<file path="src/rtl/chacha_xor_stream.sv">
// chacha_xor_stream: XORs a plaintext byte stream with keystream bytes
// prefetched from a ChaCha block core. Every message starts on a fresh
// 64-byte block. When a message ends part-way through a block, the rest of
// that block is read and thrown away before the next message may start.
module chacha_xor_stream #(
  parameter int FIFO_DEPTH = 4
) (
  input  logic       clk,
  input  logic       rst_n,
  input  logic       blk_ready,
  output logic       rd_blk,
  input  logic [7:0] ks_data,
  input  logic       pt_valid,
  output logic       pt_ready,
  input  logic       pt_last,
  input  logic [7:0] pt_data,
  output logic       ct_valid,
  input  logic       ct_ready,
  output logic       ct_last,
  output logic [7:0] ct_data,
  output logic       blk_done,
  output logic [5:0] blk_pos
);

  localparam int AW = $clog2(FIFO_DEPTH);
  localparam logic [AW:0]   CNT_ONE = (AW+1)'(1);
  localparam logic [AW:0]   CNT_MAX = (AW+1)'(FIFO_DEPTH);
  localparam logic [AW-1:0] PTR_ONE = AW'(1);

  localparam logic [0:0] ST_RUN   = 1'b0;
  localparam logic [0:0] ST_DRAIN = 1'b1;

  logic [0:0]    state_reg;
  logic [1:0]    start_reg;
  logic          inflight_reg;
  logic [5:0]    blk_pos_reg;
  logic          blk_done_reg;
  logic [7:0]    fifo_mem [FIFO_DEPTH];
  logic [AW-1:0] wr_ptr_reg;
  logic [AW-1:0] rd_ptr_reg;
  logic [AW:0]   count_reg;
  logic          ct_valid_reg;
  logic          ct_last_reg;
  logic [7:0]    ct_data_reg;

  logic       in_run;
  logic       fifo_empty;
  logic       room;
  logic       pt_fire;
  logic       ct_fire;
  logic       at_boundary;
  logic       go_drain;
  logic       go_run;
  logic       push;
  logic [7:0] head_byte;

  // Room counts the byte already requested but not yet written, so a read
  // issued now can never overflow the FIFO. In DRAIN the room check is
  // dropped because nothing is stored; reading stops once the block wraps.
  assign in_run      = (state_reg == ST_RUN);
  assign fifo_empty  = (count_reg == '0);
  assign room        = (count_reg + {{AW{1'b0}}, inflight_reg}) < CNT_MAX;
  assign rd_blk      = start_reg[1] & blk_ready & (in_run ? room : ~blk_done_reg);
  assign pt_ready    = in_run & ~fifo_empty & (~ct_valid_reg | ct_ready);
  assign pt_fire     = pt_valid & pt_ready;
  assign ct_fire     = ct_valid_reg & ct_ready;
  assign head_byte   = fifo_mem[rd_ptr_reg];

  // A last byte that empties the FIFO exactly on a block boundary leaves
  // nothing to discard, so DRAIN is skipped in that case.
  assign at_boundary = (blk_pos_reg == 6'd0) & ~inflight_reg & (count_reg == CNT_ONE);
  assign go_drain    = pt_fire & pt_last & ~at_boundary;
  assign go_run      = ~in_run & blk_done_reg;
  assign push        = inflight_reg & in_run & ~go_drain;

  assign ct_valid    = ct_valid_reg;
  assign ct_last     = ct_last_reg;
  assign ct_data     = ct_data_reg;
  assign blk_done    = blk_done_reg;
  assign blk_pos     = blk_pos_reg;

  // Read bookkeeping: start-up delay, in-flight flag, block position and wrap pulse.
  always_ff @(posedge clk or negedge rst_n) begin
    if (!rst_n) begin
      start_reg    <= 2'b00;
      inflight_reg <= 1'b0;
      blk_pos_reg  <= 6'd0;
      blk_done_reg <= 1'b0;
    end else begin
      start_reg    <= {start_reg[0], 1'b1};
      inflight_reg <= rd_blk;
      blk_done_reg <= rd_blk & (blk_pos_reg == 6'd63);
      if (rd_blk) begin
        blk_pos_reg <= blk_pos_reg + 6'd1;
      end
    end
  end

  // RUN/DRAIN control.
  always_ff @(posedge clk or negedge rst_n) begin
    if (!rst_n) begin
      state_reg <= ST_RUN;
    end else if (go_drain) begin
      state_reg <= ST_DRAIN;
    end else if (go_run) begin
      state_reg <= ST_RUN;
    end
  end

  // FIFO pointers and occupancy; entering DRAIN flushes everything held.
  always_ff @(posedge clk or negedge rst_n) begin
    if (!rst_n) begin
      wr_ptr_reg <= '0;
      rd_ptr_reg <= '0;
      count_reg  <= '0;
    end else if (go_drain) begin
      wr_ptr_reg <= '0;
      rd_ptr_reg <= '0;
      count_reg  <= '0;
    end else begin
      if (push) begin
        wr_ptr_reg <= wr_ptr_reg + PTR_ONE;
      end
      if (pt_fire) begin
        rd_ptr_reg <= rd_ptr_reg + PTR_ONE;
      end
      unique case ({push, pt_fire})
        2'b10:   count_reg <= count_reg + CNT_ONE;
        2'b01:   count_reg <= count_reg - CNT_ONE;
        default: count_reg <= count_reg;
      endcase
    end
  end

  // FIFO storage: keystream byte captured the cycle after its read.
  always_ff @(posedge clk) begin
    if (push) begin
      fifo_mem[wr_ptr_reg] <= ks_data;
    end
  end

  // Ciphertext output register; a new load may replace a byte leaving this cycle.
  always_ff @(posedge clk or negedge rst_n) begin
    if (!rst_n) begin
      ct_valid_reg <= 1'b0;
      ct_last_reg  <= 1'b0;
      ct_data_reg  <= 8'h00;
    end else if (pt_fire) begin
      ct_valid_reg <= 1'b1;
      ct_last_reg  <= pt_last;
      ct_data_reg  <= pt_data ^ head_byte;
    end else if (ct_fire) begin
      ct_valid_reg <= 1'b0;
    end
  end

endmodule

</file>
<file path="config.mk">
export PLATFORM = sky130hd
export DESIGN_NAME = chacha_xor_stream
export DESIGN_NICKNAME = d
export VERILOG_FILES = /design/src/rtl/chacha_xor_stream.sv
export SDC_FILE = /design/constraint.sdc
export NUM_CORES = 1
export LEC_CHECK = 0
export BUFFER_PORTS_ARGS = -buffer_cell sky130_fd_sc_hd__buf_2
export CAP_MARGIN = 20
export CORE_MARGIN = 4
export CORE_UTILIZATION = 55
export CTS_BUF_LIST = sky130_fd_sc_hd__clkbuf_8
export DETAILED_ROUTE_END_ITERATION = 16
export PLACE_DENSITY = 0.78
export SYNTH_ARGS = -nofsm -noshare
export SYNTH_HDL_FRONTEND = slang
export SYNTH_SLANG_ARGS = --single-unit
export TNS_END_PERCENT = 5
</file>
<file path="constraint.sdc">
create_clock -name clk -period 2.8 [get_ports clk]
set_input_delay 0 -clock clk [delete_from_list [all_inputs] [get_ports clk]]
set_output_delay 0 -clock clk [all_outputs]
set_load 0.02 [all_outputs]
</file>
==> implementation parameters <==
Parameter                              Value

STA
  Unrepaired setup endpoints after global routing ... false
  Slew at the pin closest to its max-slew limit ... 0.620 ns
  Final number of hold-violating endpoints ... 0
  Tmin final ... 2.37 ns
  Sum of negative setup slack ... 0 ns
  Timing-limited maximum frequency ... 422 MHz
  Final period util ... 0.846
  Number of pins exceeding their max-slew limit in the final report ... 0
  Final-report setup violation count ... 0
  Slew Limit Headroom ... 0.587
  Skew final ... 0.0156 ns

Synthesis
  Most area-consuming cells after synthesis ... sky130_fd_sc_hd__edfxtp_1 (37%), sky130_fd_sc_hd__dfrtp_1 (27%), sky130_fd_sc_hd__mux4_2 (7.0%)
  Mapped Cells ... 181
  Yosys warnings ... 0
  Leading area contributor after synthesis ... sky130_fd_sc_hd__edfxtp_1
  Async set or reset register ratio after synthesis ... 0.467
  Net count of the mapped netlist ... 213
  Average size of a mapped cell ... 14.2 µm²
  Netlist area before placement ... 2570 µm²
  Synthesis-stage register bit count ... 60
  Predominant post-synthesis flop cell ... sky130_fd_sc_hd__edfxtp_1
  Post-synth top cells ... sky130_fd_sc_hd__edfxtp_1 (32), sky130_fd_sc_hd__dfrtp_1 (28), sky130_fd_sc_hd__nand2_1 (25)
  Proportion of synthesized chip area in sequential cells ... 0.646
  Distinct cell type count of the synthesized netlist ... 32
  Most numerous cell in the Yosys netlist ... sky130_fd_sc_hd__edfxtp_1
  Number of enable-type register cells in the synthesized netlist ... 32
  Share of the synthesized area in the top cell type ... 0.374

Setup path
  Setup crit start kind ... flip-flop
  CP max stage delay ... 0.45 ns
  Critical Path Slowest Stage Cell ... sky130_fd_sc_hd__or4b_4
  Maximum net fanout on the critical path ... 8
  Category of the most critical setup path ... reg -> reg
  Data arrival time of the worst path ... 2.36 ns
  Nature of the critical path endpoint ... flip-flop
  Worst path bufs/invs ... 1
  Required arrival time at the worst endpoint ... 2.79 ns
  Cell-by-cell trace of the critical path ... inv_1 -> ha_1 -> or4b_4 -> o21ai_2 -> or2_1 -> and3_1
  Family with the most delay on the worst path ... simple AND/OR/NAND/NOR gates

Route
  Remaining number of nets flagged by the antenna check after routing ... 0
  Average wire per cell in the routed design ... 16.7 µm
  Number of detailed-route iterations in the first pass ... 4
  Average vias per placed instance ... 5.36
  Total via count in the routed design ... 1629
  Initial DRC Count ... 139
  Final WL ... 5.09 mm
  Post-detailed-route DRC marker count ... 0

Place
  Number of buffer cells added on primary ports ... 40
  Post-Place Cells ... 269
  HPWL after detailed placement ... 3.46 mm
  Placed instance area ... 2830 µm²
  Final estimated routing congestion in global placement ... 0.805

GRT
  Global-route usage over all layers ... 0.199
  Via count of the first global-routing pass ... 1737
  Initial antenna violation count ... 0
  Global-route wire length before repair ... 8.81 mm
  Largest net degree at the start of global routing ... 29
  Remaining global-route overflow ... 0

Power
  Cell Int Power ... 0.00157 W
  Seq pwr share ... 0.492
  Portion of total power attributed to the clock network ... 0.392
  Leakage Power ... 1.39 nW
  Switching Fraction ... 0.247
  Net switching power ... 0.000515 W
  Logic gate share of total power ... 0.116
  Power density cells ... 647 nW/µm²
  Peak supply drop ... 366 µV

Clocking
  Clock latency of the later-clocked register in the worst-skew pair ... 0.34 ns
  Reg clk slew, reported paths ... 0.07 ns
  Clock buffer count from CTS ... 9
  Resized Gates After CTS ... 0
  Buffer cell driving the clock tree root ... sky130_fd_sc_hd__clkbuf_8
  TritonCTS clock tree ... yes
  TritonCTS Sinks ... 60
  Number of H-tree levels ... 3
  Number of buffers inserted by post-CTS setup repair ... 0
  Longest Clk Path Bufs ... 2

Final layout
  Ant diodes ... 0
  Area overhead of the layout relative to synthesis ... 25.4%
  Summed area of non-filler cells in the final layout ... 3230 µm²
  Number of standard cells in the final layout excluding fillers ... 304
  Final Net Count ... 279
  Flip-flop count of the largest register, all copies and words added ... 32
  Share of post-route cells with drive strength above 1 ... 0.270

Die
  Top-level port count ... 41
  Area of the core ... 4440 µm²
  Standard-cell rows ... 24
  Die Footprint ... 5830 µm²
  Horizontal die dimension ... 76.4 µm
  Initial core utilization ... 0.579
  Die Y-Extent ... 76.4 µm

Min path
  Worst min-delay path class ... in -> reg

Outcome
  Run status ... finished, final reports clean

Job
  Reported max-cap violation count ... 0
## per-layer routing
metal,GRT usage,vias to the layer above,part of all wire
li1,-,783,-
met1,0.279,780,0.46
met2,0.287,60,0.46
met3,0.0733,6,0.073
met4,0.0725,0,0.0092
met5,0,-,0
## repair_timing
item                                    in CTS  in global routing
hold endpoints to repair                    70                  0
endpoints found under the setup margin       0                  0
hold buffers                                19                  0
## path summary, 6_finish.rpt
| check | startpoint | to | slack (ns) | cells past startpoint |
|---|---|---|---|---|
| setup / recovery | count_reg[1]$_DFFE_PN0P_ | fifo_mem[1][3]$_DFFE_PP_ | 0.43 | 6 |
| hold / removal | pt_data[4] | ct_data[4]$_DFFE_PN0P_ | 0.04 | 3 |
| setup reg to reg | count_reg[1]$_DFFE_PN0P_ | fifo_mem[1][3]$_DFFE_PP_ | 0.43 | 6 |
| hold reg to reg | start_reg[0]$_DFF_PN0_ | start_reg[1]$_DFF_PN0_ | 0.35 | 0 |
| max in group asynchronous | rst_n | blk_pos[5]$_DFFE_PN0P_ | 2.17 | 2 |
| min in group asynchronous | rst_n | ct_data[6]$_DFFE_PN0P_ | 0.21 | 2 |
## tightest hold or removal path, stage by stage
cell and delay [ns]:
sky130_fd_sc_hd__buf_2 0.11, sky130_fd_sc_hd__xnor2_1 0.15, sky130_fd_sc_hd__o21ai_0 0.08
## power groups by stage
stage	Combinational, W	Clock (W)	Sequential (W)
after floorplan	0.0000834	0	0.00109
after global placement	0.000220	0	0.00104
after detailed placement	0.000222	0	0.00104
after CTS	0.000243	0.000832	0.00103
after global routing	0.000270	0.000880	0.00104
final	0.000242	0.000818	0.00103
## through the flow
step	hold slack, ns	setup slack [ns]	power (W)	util
6_report	0.0422	0.431	0.00209	0.726
5_1_grt	0.0437	0.330	0.00219	0.726
4_1_cts	0.0155	0.465	0.00210	0.726
3_5_place_dp	0.0464	0.472	0.00127	0.636
3_3_place_gp	0.0471	0.535	0.00126	0.636
2_1_floorplan	-0.296	0.670	0.00117	-
## logic make-up (layout without fill, tap and decap cells)
group                      count (synthesis)  count (layout)  synth area share
muxes                                      9               9            0.0740
and+or+nand+nor                           53              53             0.109
DFF                                       60              60             0.646
other                                      1               1           0.00146
AOI/OAI and AO/OA                         18              18            0.0433
xor gates and xnor gates                  17              17            0.0579
buffers and inverters                     13              84            0.0195
adders and majority gates                 10              10            0.0487
## cells in the final DEF, fill, tap and decap left out, types with 2 or more instances in the layout
master                          instances
sky130_fd_sc_hd__buf_2                 40
sky130_fd_sc_hd__o21ai_0                9
sky130_fd_sc_hd__nand2_1               25
sky130_fd_sc_hd__mux4_2                 8
sky130_fd_sc_hd__inv_1                  9
sky130_fd_sc_hd__dlygate4sd3_1         19
sky130_fd_sc_hd__and4_1                 3
sky130_fd_sc_hd__and3_1                 7
sky130_fd_sc_hd__o21ai_1                3
sky130_fd_sc_hd__xnor2_1               16
sky130_fd_sc_hd__buf_4                  2
sky130_fd_sc_hd__bufinv_16              2
sky130_fd_sc_hd__nand2b_1               4
sky130_fd_sc_hd__nor2_1                 5
sky130_fd_sc_hd__dfrtp_1               28
sky130_fd_sc_hd__nand4_1                2
sky130_fd_sc_hd__ha_1                  10
sky130_fd_sc_hd__clkbuf_8               9
sky130_fd_sc_hd__clkinv_1               2
sky130_fd_sc_hd__edfxtp_1              32
## cell type report
cell class / count / area (µm²)
clock buffers: 9 / 124
clock inverters: 7 / 83.8
multi-input cells: 108 / 860
inverters: 7 / 26.3
fillers: 279 / 1220
repair buffers: 61 / 405
well taps: 52 / 65.1
flip-flops and latches: 60 / 1660
(Power assumes the default switching activity.)
